### config.mk
export PLATFORM = sky130hd
export DESIGN_NAME = reg_writeback
export DESIGN_NICKNAME = d
export VERILOG_FILES = /design/src/rtl/reg_writeback.sv
export SDC_FILE = /design/constraint.sdc
export NUM_CORES = 1
export LEC_CHECK = 0
export CORE_UTILIZATION = 53
export CTS_CLUSTER_SIZE = 8
export DETAILED_ROUTE_END_ITERATION = 12
export HOLD_SLACK_MARGIN = 0.03
export PLACE_DENSITY = 0.78
export SYNTH_ARGS = -nofsm -noshare
export SYNTH_HDL_FRONTEND = slang
export SYNTH_SLANG_ARGS = --single-unit
### constraint.sdc
create_clock -name CLOCK_50 -period 5.9 [get_ports CLOCK_50]
set_input_delay 1.475 -clock CLOCK_50 [delete_from_list [all_inputs] [get_ports CLOCK_50]]
set_output_delay 1.475 -clock CLOCK_50 [all_outputs]
set_load 0.005 [all_outputs]
### src/rtl/reg_writeback.sv
// reg_writeback: merges ALU and load results into one register-file write port, with a pending-load scoreboard.
// Optional WB_FORWARD_EN adds fwd_a_hit/fwd_b_hit/fwd_data and clears pending one cycle earlier.
module reg_writeback #(
    parameter int DEPTH = 4,
    parameter int CNT_W = 3
) (
    input  logic             CLOCK_50,
    input  logic             rst_n,
    input  logic             alu_valid,
    input  logic [4:0]       alu_dst,
    input  logic [31:0]      alu_data,
    input  logic             mem_valid,
    output logic             mem_ready,
    input  logic [4:0]       mem_dst,
    input  logic [31:0]      mem_data,
    input  logic             load_issue,
    input  logic [4:0]       load_dst,
    input  logic [4:0]       addr_a,
    input  logic [4:0]       addr_b,
    output logic             stall,
    output logic [31:0]      wb,
    output logic [4:0]       dst,
    output logic             reg_write,
`ifdef WB_FORWARD_EN
    output logic             fwd_a_hit,
    output logic             fwd_b_hit,
    output logic [31:0]      fwd_data,
`endif
    output logic [CNT_W-1:0] fifo_count
);
    localparam int PW = $clog2(DEPTH);
    logic [4:0]       q_dst  [DEPTH];
    logic [31:0]      q_data [DEPTH];
    logic [PW-1:0]    wr_ptr, rd_ptr;
    logic [CNT_W-1:0] count;
    logic [31:0]      pending, set_mask, clr_mask, sel_data;
    logic [4:0]       sel_dst;
    logic             empty, push, pop, sel_valid;
    assign empty      = count == '0;
    assign mem_ready  = count != CNT_W'(DEPTH);
    assign push       = mem_valid & mem_ready;
    assign pop        = !alu_valid & !empty;
    assign sel_valid  = alu_valid | !empty;
    assign sel_dst    = alu_valid ? alu_dst : q_dst[rd_ptr];
    assign sel_data   = alu_valid ? alu_data : q_data[rd_ptr];
    assign fifo_count = count;
    assign stall      = pending[addr_a] | pending[addr_b];
`ifdef WB_FORWARD_EN
    assign fwd_a_hit = reg_write & (dst == addr_a) & (dst != 5'd0);
    assign fwd_b_hit = reg_write & (dst == addr_b) & (dst != 5'd0);
    assign fwd_data  = wb;
`endif
    always_comb begin
        set_mask = (load_issue && load_dst != 5'd0) ? 32'd1 << load_dst : 32'd0;
`ifdef WB_FORWARD_EN
        // Clear as the write is selected so stall drops while it is presented.
        clr_mask = (sel_valid && sel_dst != 5'd0) ? 32'd1 << sel_dst : 32'd0;
`else
        clr_mask = reg_write ? 32'd1 << dst : 32'd0;
`endif
    end
    always_ff @(posedge CLOCK_50) begin
        if (push) begin
            q_dst[wr_ptr]  <= mem_dst;
            q_data[wr_ptr] <= mem_data;
        end
    end
    always_ff @(posedge CLOCK_50 or negedge rst_n) begin
        if (!rst_n) begin
            wr_ptr    <= '0;
            rd_ptr    <= '0;
            count     <= '0;
            pending   <= '0;
            wb        <= '0;
            dst       <= '0;
            reg_write <= 1'b0;
        end else begin
            if (push) wr_ptr <= wr_ptr + PW'(1);
            if (pop) rd_ptr <= rd_ptr + PW'(1);
            count     <= count + CNT_W'(push) - CNT_W'(pop);
            pending   <= (pending & ~clr_mask) | set_mask;
            reg_write <= sel_valid && sel_dst != 5'd0;
            if (sel_valid) begin
                wb  <= sel_data;
                dst <= sel_dst;
            end
        end
    end
endmodule

# Word-level counts from Yosys, hierarchy flattened
# Memory sizes are Yosys's and may differ from the RTL's.
# Cells that the tools add are included.
# classes
add_sub_neg	4
magnitude_cmp	2
n_eq_ne	1
shift	2
mux	10
bitwise	7
n_reduce_logical	7
# ops
op	count
$mux 32	3
$shl 1x5->32 const A	2
$and 32x32->32	1
$not 32->32	1
$or 32x32->32	1
$lt 5x6->1 const B	2
$bmux 1 s5	2
$reduce_bool 5->1	2
$mux 5	1
$add 2x1->2 const B	2
$mux 1	4
$add 3x1->3	1
$logic_not 3->1	1
$ne 3x3->1 const B	1
$sub 3x1->3	1
$and 1x1->1	2
$logic_and 1x1->1	2
$logic_not 1->1	2
$or 1x1->1	2
# totals
ff_bits	77
ram_bits	148
in_bits	94
out_inout_bits	43
wordCells	42
mem_count	2
# memory_table
name	depth	word_bits	read_ports	rd_clocked_by_memory_dff	wr	line_no	rtl
q_data	4	32	1	0	1	33	logic [31:0] q_data [DEPTH];
q_dst	4	5	1	0	1	32	logic [4:0] q_dst [DEPTH];

# Longest topological paths before layout
# logic_depth
depth_word	5
ltp_mapped	11
ltp_nobuf	11

# Worst setup path before layout
# Ideal clock, no wire load.
# synth_path
path_kind	in2out
start	in addr_b[2]
end	out stall
arrival_ns	3.029
t_required_ns	4.425
setup_slack_ns	1.396
cell_stages	6
n_path_buf	1
cell_sequence	buf_6 -> mux4_2 -> and3_2 -> a31oi_1 -> nand4_1 -> or4_1
# synth_via
elab_chain_len	3
# synth_rtl
item	line_no	rtl
start: declaration	19	input logic [4:0] addr_b,
$bmux 1 s5	47	assign stall = pending[addr_a] | pending[addr_b];
$mux 1 (implied by the code)	47	
$or 1x1->1	47	
end: declaration	20	output logic stall,
# No other way between the ends. The select of a mux whose other input is x is not followed.

# Worst setup path in the final report
# layout_path
start	in addr_a[0]
end	out stall
# layout_via
elab_chain_len	3
# layout_rtl
item	line_no	rtl
start: declaration	18	input logic [4:0] addr_a,
$bmux 1 s5	47	
$mux 1 (implied by the code)	47	
$or 1x1->1	47	
# No other way between the ends. The select of a mux whose other input is x is not followed.

==> key figures <==
Worst hold path
  – Worst Hold Path Cells: 2
  – Hold/Removal Path Class: flop to flop

Cells and area
  – Fill cells: 1,119
  – Commonest non-fill, non-tap cell in the layout: edfxtp_1
  – Multi-input gate area: 0.00291 mm^2
  – Nets: 841
  – Reg area: 0.00637 mm^2
  – Share of layout cells above drive strength 1: 13.1%
  – Number of diodes: 0
  – Area delta synth->final: 26.5%
  – Fin cells: 988
  – Commonest non-fill, non-tap cells in the layout: 148 x edfxtp_1, 134 x clkdlybuf4s50_1, 86 x o21ai_0

Logic synthesis
  – Gate Count Post-Synth: 592
  – Top FF cell, synth: edfxtp_1
  – Synth area leader: edfxtp_1
  – Number of flops mapped to enable cells by yosys: 148
  – #FFs+latches synth: 225
  – Distinct cell type count after synthesis: 46
  – Sequential fraction of the synthesis area: 67.4%
  – FFs w/ async S/R, synth: 34.2%
  – Mean Syn Cell Area: 16.0 um^2
  – Synthesized cell area: 0.00946 mm^2
  – Post-Syn Nets: 693
  – Syn. warnings: 0
  – Synth area leaders: edfxtp_1 47%, dfrtp_1 20%, mux4_2 9.3%
  – Area share of the largest cell type after synthesis: 47.0%

Pwr
  – Clock power frac: 29.1%
  – Seq pwr share: 43.9%
  – Int Pwr: 4.12 mW
  – Combinational share of power: 27.0%
  – Peak VDD IR: 0.311 mV
  – Power Total: 5.90 mW
  – Net Sw Frac: 30.1%
  – NetSw: 1.77 mW
  – Static leakage: 4.34 nW
  – PwrDens: 493 mW/mm^2

Timing
  – Period minus WS final: 5.62 ns
  – Final setup viols: 0
  – Final count of hold timing violations: 0
  – Max-slew headroom: 27.1%
  – Slew Viols, Final: 0
  – Worst Max-Slew Pin Slew: 1.09 ns
  – Fmax: 178 MHz
  – Worst Skew: 0.0174 ns
  – RSZ-0062 raised after global routing: false
  – Setup TNS: 0 ns
  – Final period util: 95.3%

Setup path
  – Setup CP Type: primary input to output port
  – CP Cell Sequence: clkdlybuf4s50_1 > mux4_1 > mux2_4 > nand3_2 > nand4_1 > or4_1 > clkdlybuf4s50_1
  – CP Max Fanout: 6
  – Endpoint class of the critical path: output port
  – CP max stage cell: clkdlybuf4s50_1
  – CP arrival: 4.14 ns
  – Crit path launch type: primary input
  – CP required: 4.43 ns
  – Worst reg-to-reg path cell count: 11
  – Slowest cell delay on critical path: 0.67 ns
  – Crit path buffers/inverters: 2
  – CP top delay family: buffers and inverters
  – CP Depth: 7
  – Most frequent CP cell: clkdlybuf4s50_1

Route
  – Drt first pass iters: 5
  – DRT iter0 DRCs: 410
  – Drt via density: 5.92
  – Detailed Route WL: 22,300 um
  – DR DRC count: 0
  – Post-route ant nets: 0
  – Routed wire per std cell: 22.6 um
  – Vias post-DR: 5,850

Clock tree
  – CTS root buf: clkbuf_16
  – Hold_buf cts: 0
  – CTS tree: built
  – H-tree Lvls: 2
  – Total CTS buffers: 34
  – Max Root-Sink Buffers: 3
  – Post-CTS Setup Bufs: 0
  – Skew-Pair Late Insertion Delay: 0.49 ns
  – Worst-path clk slew: 0.04 ns
  – Resized Gates After CTS: 0
  – Clock sink count: 225

Floorplanning
  – Die Width: 136 um
  – IO Pins: 137
  – Number of core rows: 48
  – Die area: 0.0184 mm^2
  – Die Y: 136 um
  – Core outline area: 0.0174 mm^2
  – Initial cell density of the core: 54.5%

Place
  – I/O Buffers: 136
  – Dpl hpwl: 14,500 um
  – Inst Count DP: 929
  – RD Place Congestion: 0.990

GRT
  – Total Routing Usage GR: 25.5%
  – First-pass GRT wire length: 34,300 um
  – Largest net degree at the start of global routing: 78
  – Antenna violations before repair: 0
  – Remaining Overflow, GRT: 0
  – Vias in the first global route: 6,113

Flow run
  – Max-cap violation count: 0

Status
  – Status: complete, no violations
## final timing paths
kind | from | end | slack (ns)
worst max-delay path | addr_a[0] | stall | 0.28
worst min-delay path | wb[25] | wb[25] | 0.48
worst max register to register | fifo_count[1] | fifo_count[2] | 3.56
worst min register to register | wb[25] | wb[25] | 0.48
max in group asynchronous | rst_n | rd_ptr[1] | 4.03
min in group asynchronous | rst_n | fifo_count[0] | 1.17
## kinds of logic (layout without fill, tap and decap cells)
kind of cell | count (synthesis) | in the layout | share of synthesized area, %
buffers and inverters | 40 | 211 | 1.97
DFF | 225 | 225 | 67.4
muxes | 97 | 97 | 17.0
and+or+nand+nor | 107 | 107 | 5.69
AOI/OAI and AO/OA | 111 | 111 | 6.48
adders and majority gates | 7 | 7 | 1.01
xor gates and xnor gates | 5 | 5 | 0.463
## flip-flops by register name (all words and copies together) (netlist names), 2 cells and up
name and cells:
rd_ptr 2, pending 32, dst 5, wr_ptr 2, q_dst 20, fifo_count 3, q_data 128, wb 32
## final cells by class
type                       instances  share of cell area [%]
clock buffer                      57                    7.84
clock inverter                     2                   0.209
inverter                          11                   0.345
multi-input combinational        327                    24.3
sequential                       225                    53.3
tap                              225                    2.35
timing repair buffer             141                    11.6
## metal layers
metal,share of wire [%],GRT usage (%),vias up,wire (um)
met3,6.4,5.72,72,1430
met4,3.8,11.7,0,845
li1,-,-,2613,-
met2,49,41.4,223,11000
met5,0,0,-,0
met1,40,32.9,2942,9000
## metrics by stage
step	area, um^2	utilization [%]	setup slack (ns)	hold slack [ns]
floorplan	9460	-	1.40	0.473
global placement	11000	63.4	0.298	0.461
detailed placement	11000	63.4	0.276	0.474
CTS	12000	68.9	0.268	0.484
global route	12000	68.9	0.151	0.505
finish	12000	68.9	0.280	0.479
## power by group through the flow
| stage | clock network [mW] | logic [mW] | registers [mW] |
|---|---|---|---|
| after floorplan | 0 | 1.00 | 2.40 |
| after global placement | 0 | 1.57 | 2.58 |
| after detailed placement | 0 | 1.60 | 2.60 |
| after CTS | 1.75 | 1.62 | 2.58 |
| after global routing | 1.81 | 1.74 | 2.63 |
| final | 1.72 | 1.59 | 2.59 |
## cells in the mapped netlist, types with 4 or more instances
library cell	n
edfxtp_1	148
o21ai_0	86
dfrtp_1	77
mux2i_1	48
nand2_1	46
mux4_2	39
clkbuf_1	17
inv_1	11
nor2_1	11
mux4_1	8
nand2b_1	8
nand3_1	7
o31ai_1	7
or2_2	7
ha_1	6
a21oi_1	5
and3_1	5
buf_2	5
nand3b_1	4
xnor2_1	4
## worst register-to-register path: stages, from the launching register on
cell	delay (ns)
dfrtp_1	0.50
nor2_1	0.08
nand2_1	0.15
and2_1	0.23
inv_1	0.07
ha_1	0.27
inv_1	0.06
ha_1	0.13
inv_1	0.05
fa_1	0.40
xnor2_1	0.14
xnor2_1	0.14
Power figures use the tool's default switching activity.
==> RTL edit 1: new RTL, same settings <==
Put one more register stage on the output `fifo_count`, cleared by the reset. The value now appears one clock later. The other outputs are not delayed to match.
--- a/src/rtl/reg_writeback.sv
+++ b/src/rtl/reg_writeback.sv
@@ -43,7 +43,13 @@
     assign sel_valid  = alu_valid | !empty;
     assign sel_dst    = alu_valid ? alu_dst : q_dst[rd_ptr];
     assign sel_data   = alu_valid ? alu_data : q_data[rd_ptr];
-    assign fifo_count = count;
+    always_ff @(posedge CLOCK_50 or negedge rst_n) begin
+        if (!rst_n) begin
+            fifo_count <= '0;
+        end else begin
+            fifo_count <= count;
+        end
+    end
     assign stall      = pending[addr_a] | pending[addr_b];
 `ifdef WB_FORWARD_EN
     assign fwd_a_hit = reg_write & (dst == addr_a) & (dst != 5'd0);
Check against the original RTL: not equivalent (a bounded check fails within 4 cycles, from zero or initial values and one cycle with rst_n low).
==> RTL edit 1 against the original RTL <==
- via count up 1.2%
- sequential cell count up 3
- worst setup slack worse by 0.049 ns
- count of clock-buffer cells in the layout down 1
- design area up 1.1%
- cell count up 0.30%
- clock skew down 0.0050 ns
- synthesized cell count up 0.51%
- total power up 2.3%
- routed wire length up 2.0%
- area after synthesis up 0.79%
==> RTL edit 1: results (changes against the original RTL) <==
INFO  metric worstReg2RegStart = count[1]
INFO  metric hold_start = wb[5]
INFO  metric cp_slowest_stage_delay = 0.71 ns (+0.04 ns)
INFO  metric routed-via-count = 5,920 (+1.2%)
INFO  metric nets = 844 (+0.36%)
INFO  metric place.gp.congestion = 1.01 (+2.3%)
INFO  metric netlist_top_cells_area = sky130_fd_sc_hd__edfxtp_1 (47%), sky130_fd_sc_hd__dfrtp_1 (21%), sky130_fd_sc_hd__mux4_2 (9.2%)
INFO  metric fin_worst_hold_slack = 0.477 ns (-0.00140 ns)
INFO  metric grt.total_usage = 25.8% (+0.27 points)
INFO  metric preCtsSetupSlack = 0.208 ns (-0.0678 ns)
INFO  metric seq_area_frac_synth = 67.6% (+0.26 points)
INFO  metric drtIter0Drc = 457 (+11%)
INFO  metric run_status = finished, final reports clean
INFO  metric post_synth_xor_area_fraction = 0.459% (-0.0036 points)
INFO  metric hold_path_depth = 2 (unchanged)
INFO  metric ir_worst_vdd = 0.000356 V (+14%)
INFO  metric number_of_antenna_violations_at_the_first_check_in_global_routing = 2 (+2)
INFO  metric grt_max_degree = 81 (+3.8%)
INFO  metric post_drt_wl_per_cell = 22.9 um (+1.7%)
INFO  metric tightest_slew = 1.07 ns (-0.0240 ns)
INFO  metric worst-r2r-setup-slack = 3.59 ns (+0.03 ns)
INFO  metric placed_area = 11,100 um^2 (+0.68%)
INFO  metric layout-drive-gt1-share = 13.3% (+0.21 points)
INFO  metric synthesis.instances = 595 (+0.51%)
INFO  metric compound_gate_portion_of_the_synthesized_area = 6.43% (-0.051 points)
INFO  metric grt_pass1_wl = 35,100 um (+2.1%)
INFO  metric reg2reg_to = count[2]
INFO  metric worst-endpoint-arrival = 4.19 ns (+0.05 ns)
INFO  metric ctsRootBufferMaster = sky130_fd_sc_hd__clkbuf_16
INFO  metric first_global_vias = 6,302 (+3.1%)
INFO  metric psw = 1800 uW (+1.7%)
INFO  metric asyncSetResetFlopFracSynth = 35.1% (+0.87 points)
INFO  metric post_synth_mux_area_share = 16.9% (-0.13 points)
INFO  metric hold-path-endpoint = wb[5]
INFO  metric cp_max_fo = 7 (+1)
INFO  metric post-place-cells = 932 (+0.32%)
INFO  metric synthesis.nets = 696 (+0.43%)
INFO  metric leak_pwr = 0.00440 uW (+1.4%)
-- RTL edit 1: kinds of logic (layout without fill, tap and decap cells) --
logic type / Yosys count / after routing
AOI/OAI and AO/OA: 111 / 111
xor gates and xnor gates: 5 / 5
muxes: 97 / 97
buffers and inverters: 40 / 211
adders and majority gates: 7 / 7
DFF: 228 / 228
and+or+nand+nor: 107 / 107
-- RTL edit 1: power by group through the flow --
| stage | logic, uW | clock network (uW) | registers (uW) |
|---|---|---|---|
| 2_1_floorplan | 1000 | 0 | 2430 |
| 3_3_place_gp | 1560 | 0 | 2610 |
| 3_5_place_dp | 1610 | 0 | 2630 |
| 4_1_cts | 1630 | 1830 | 2620 |
| 5_1_grt | 1750 | 1900 | 2670 |
| 6_report | 1610 | 1800 | 2620 |
-- RTL edit 1: final cells by class --
cell class,count,area (um^2)
clock buffer,56,955
multi-input combinational,327,2910
clock inverter,3,62.6
timing repair buffer,141,1390
fill,1146,5330
sequential,228,6450
inverter,11,41.3
tap,225,282
-- RTL edit 1: worst max path at each step --
stage	from	end	slack, ns
after global placement	addr_b[2]	stall	0.23
after global routing	addr_b[2]	stall	0.10
final	addr_b[2]	stall	0.23
after detailed placement	addr_b[2]	stall	0.21
after floorplan	addr_b[2]	stall	1.40
after CTS	addr_b[2]	stall	0.21
-- RTL edit 1: worst max-delay path: cells and delay by family --
| family | cells | cell delay (ns) |
|---|---|---|
| buffers and inverters | 2 | 1.16 |
| AOI/OAI and AO/OA | 1 | 0.18 |
| and+or+nand+nor | 3 | 0.83 |
| muxes | 1 | 0.54 |
-- RTL edit 1: metal layers --
metal / global-route usage, % / vias to the layer above / wire, um
met5: 0 / - / 24
met4: 11.1 / 4 / 754
met3: 5.29 / 61 / 1320
met2: 42.7 / 234 / 11500
met1: 33.2 / 3002 / 9140
li1: - / 2619 / -
==> RTL edit 2: new RTL, same flow settings <==
Made on the original files. Set the parameter `CNT_W` to 6 (it was 3).
--- a/src/rtl/reg_writeback.sv
+++ b/src/rtl/reg_writeback.sv
@@ -2,7 +2,7 @@
 // Optional WB_FORWARD_EN adds fwd_a_hit/fwd_b_hit/fwd_data and clears pending one cycle earlier.
 module reg_writeback #(
     parameter int DEPTH = 4,
-    parameter int CNT_W = 3
+    parameter int CNT_W = 6
 ) (
     input  logic             CLOCK_50,
     input  logic             rst_n,
Interface: changed (resized fifo_count); port bits go from 137 to 140. No check against the original RTL was run, so the function may have changed too.
==> RTL edit 2 against the original RTL <==
- area after synthesis grew 1.4%
- worst setup slack lost 0.011 ns
- design area grew 1.8%
- combinational power shrank 3%
- clock power grew 4%
- routed wire length shrank 0.62%
- clock skew shrank 0.0072 ns
- maximum frequency shrank 0.20%
- sequential cell count grew 3
- total power shrank 0.92%
==> RTL edit 2: results (changes against the original RTL) <==
INFO  metric preCtsSetupSlack = 0.261 ns (-0.0151 ns)
INFO  metric post_drt_wl_per_cell = 22.1 um (-2.2%)
INFO  metric drt-vias-per-instance = 5.86 (-1.1%)
INFO  metric ctsRootBufferMaster = sky130_fd_sc_hd__clkbuf_16
INFO  metric drtIter0Drc = 355 (-13%)
INFO  metric leak_pwr = 0.00441 uW (+1.8%)
INFO  metric layout-drive-gt1-share = 12.7% (-0.40 points)
INFO  metric cp_max_fo = 6 (unchanged)
INFO  metric grt_pass1_wl = 34,300 um (-0.12%)
INFO  metric first_global_vias = 6,161 (+0.79%)
INFO  metric post_cts_resized = 0 (unchanged)
INFO  metric run_status = finished, final reports clean
INFO  metric hpwlAfterDp = 14,400 um (-1.0%)
INFO  metric worst_setup_hold_path_clk_slew = 0.05 ns
INFO  metric insertion_delay = 0.49 ns (about the same)
INFO  metric seq_area_frac_synth = 67.2% (-0.18 points)
INFO  metric place.gp.congestion = 1.04 (+5.4%)
INFO  metric psw = 1700 uW (-4.2%)
INFO  metric post-place-cells = 944 (+1.6%)
INFO  metric synth.avg_cell_area = 16.0 um^2 (about the same)
INFO  metric crit_family = buffers and inverters
INFO  metric route.final.wire_length = 22,200 um (-0.62%)
INFO  metric grt.total_usage = 24.9% (-0.59 points)
INFO  metric tightest_slew = 1.02 ns (-0.0686 ns)
INFO  metric ir_worst_vdd = 0.000282 V (-9.2%)
INFO  metric detailedRoute.firstPassIterationCount = 4 (-1)
INFO  metric number_of_antenna_violations_at_the_first_check_in_global_routing = 2 (+2)
INFO  metric synthesis.nets = 708 (+2.2%)
INFO  metric fin_worst_skew = 0.0102 ns (-0.00719 ns)
INFO  metric place.port_buffers = 139 (+2.2%)
INFO  metric netlist_top_cells_area = sky130_fd_sc_hd__edfxtp_1 (46%), sky130_fd_sc_hd__dfrtp_1 (21%), sky130_fd_sc_hd__mux4_2 (9.2%)
INFO  metric layout.filler_cells = 1,150 (+2.8%)
INFO  metric nets = 862 (+2.5%)
INFO  metric grt_max_degree = 71 (-9.0%)
INFO  metric cts_max_level = 2 (unchanged)
INFO  metric worst-endpoint-arrival = 4.16 ns (+0.02 ns)
INFO  metric synthTopCellsByCount = sky130_fd_sc_hd__edfxtp_1 (148), sky130_fd_sc_hd__o21ai_0 (94), sky130_fd_sc_hd__dfrtp_1 (80)
INFO  metric num_antenna_cells = 0 (unchanged)
INFO  metric synth.distinct_cells = 47 (+2.2%)
INFO  metric postCtsSetupRepairBufs = 0 (unchanged)
INFO  metric timing.hold.worst.class = reg -> reg
INFO  metric asyncSetResetFlopFracSynth = 35.1% (+0.87 points)
## RTL edit 2: power by group through the flow
stage          Sequential, uW  Combinational [uW]  Clock, uW
3_3_place_gp             2510                1500          0
6_report                 2510                1540       1790
5_1_grt                  2550                1680       1890
4_1_cts                  2510                1560       1820
3_5_place_dp             2530                1540          0
2_1_floorplan            2350                1020          0
## RTL edit 2: path summary, 6_finish.rpt
kind	startpoint	end	slack, ns	depth (start not counted)
max	addr_a[0]	stall	0.27	7
min	pending[9]	pending[9]	0.55	2
max reg2reg	fifo_count[4]	fifo_count[5]	3.14	14
min reg2reg	pending[9]	pending[9]	0.55	2
max in group asynchronous	rst_n	rd_ptr[0]	3.92	2
min in group asynchronous	rst_n	wb[8]	0.91	1
## RTL edit 2: cells by family (layout without fill, tap and decap cells)
kind of cell,count (synthesis),in the layout,synth area share [%]
flops,228,228,67.2
compound gates,116,116,6.48
simple gates,98,98,5.11
mux,97,97,16.8
buf+inv,42,220,2.02
fa+ha+maj,13,13,1.77
xor+xnor,7,7,0.639
## RTL edit 2: final cells by class
cell class                 instances  area share (%)
timing repair buffer             145            11.7
multi-input combinational        331            24.3
clock inverter                     2           0.319
inverter                          15           0.462
tap                              225            2.31
sequential                       228            53.0
clock buffer                      58            7.90
## RTL edit 2: through the flow
step | hold WS, ns | power (uW) | area, um^2
floorplan | 0.467 | 3370 | 9590
global placement | 0.527 | 4010 | 11200
detailed placement | 0.538 | 4070 | 11200
CTS | 0.554 | 5890 | 12200
global route | 0.578 | 6120 | 12200
finish | 0.549 | 5840 | 12200
## RTL edit 2: layer usage
metal	track usage (%)	part of all wire, %
met2	40.9	50
met1	32.8	40
met5	0	0.077
met4	9.38	2.8
met3	5.37	6.5
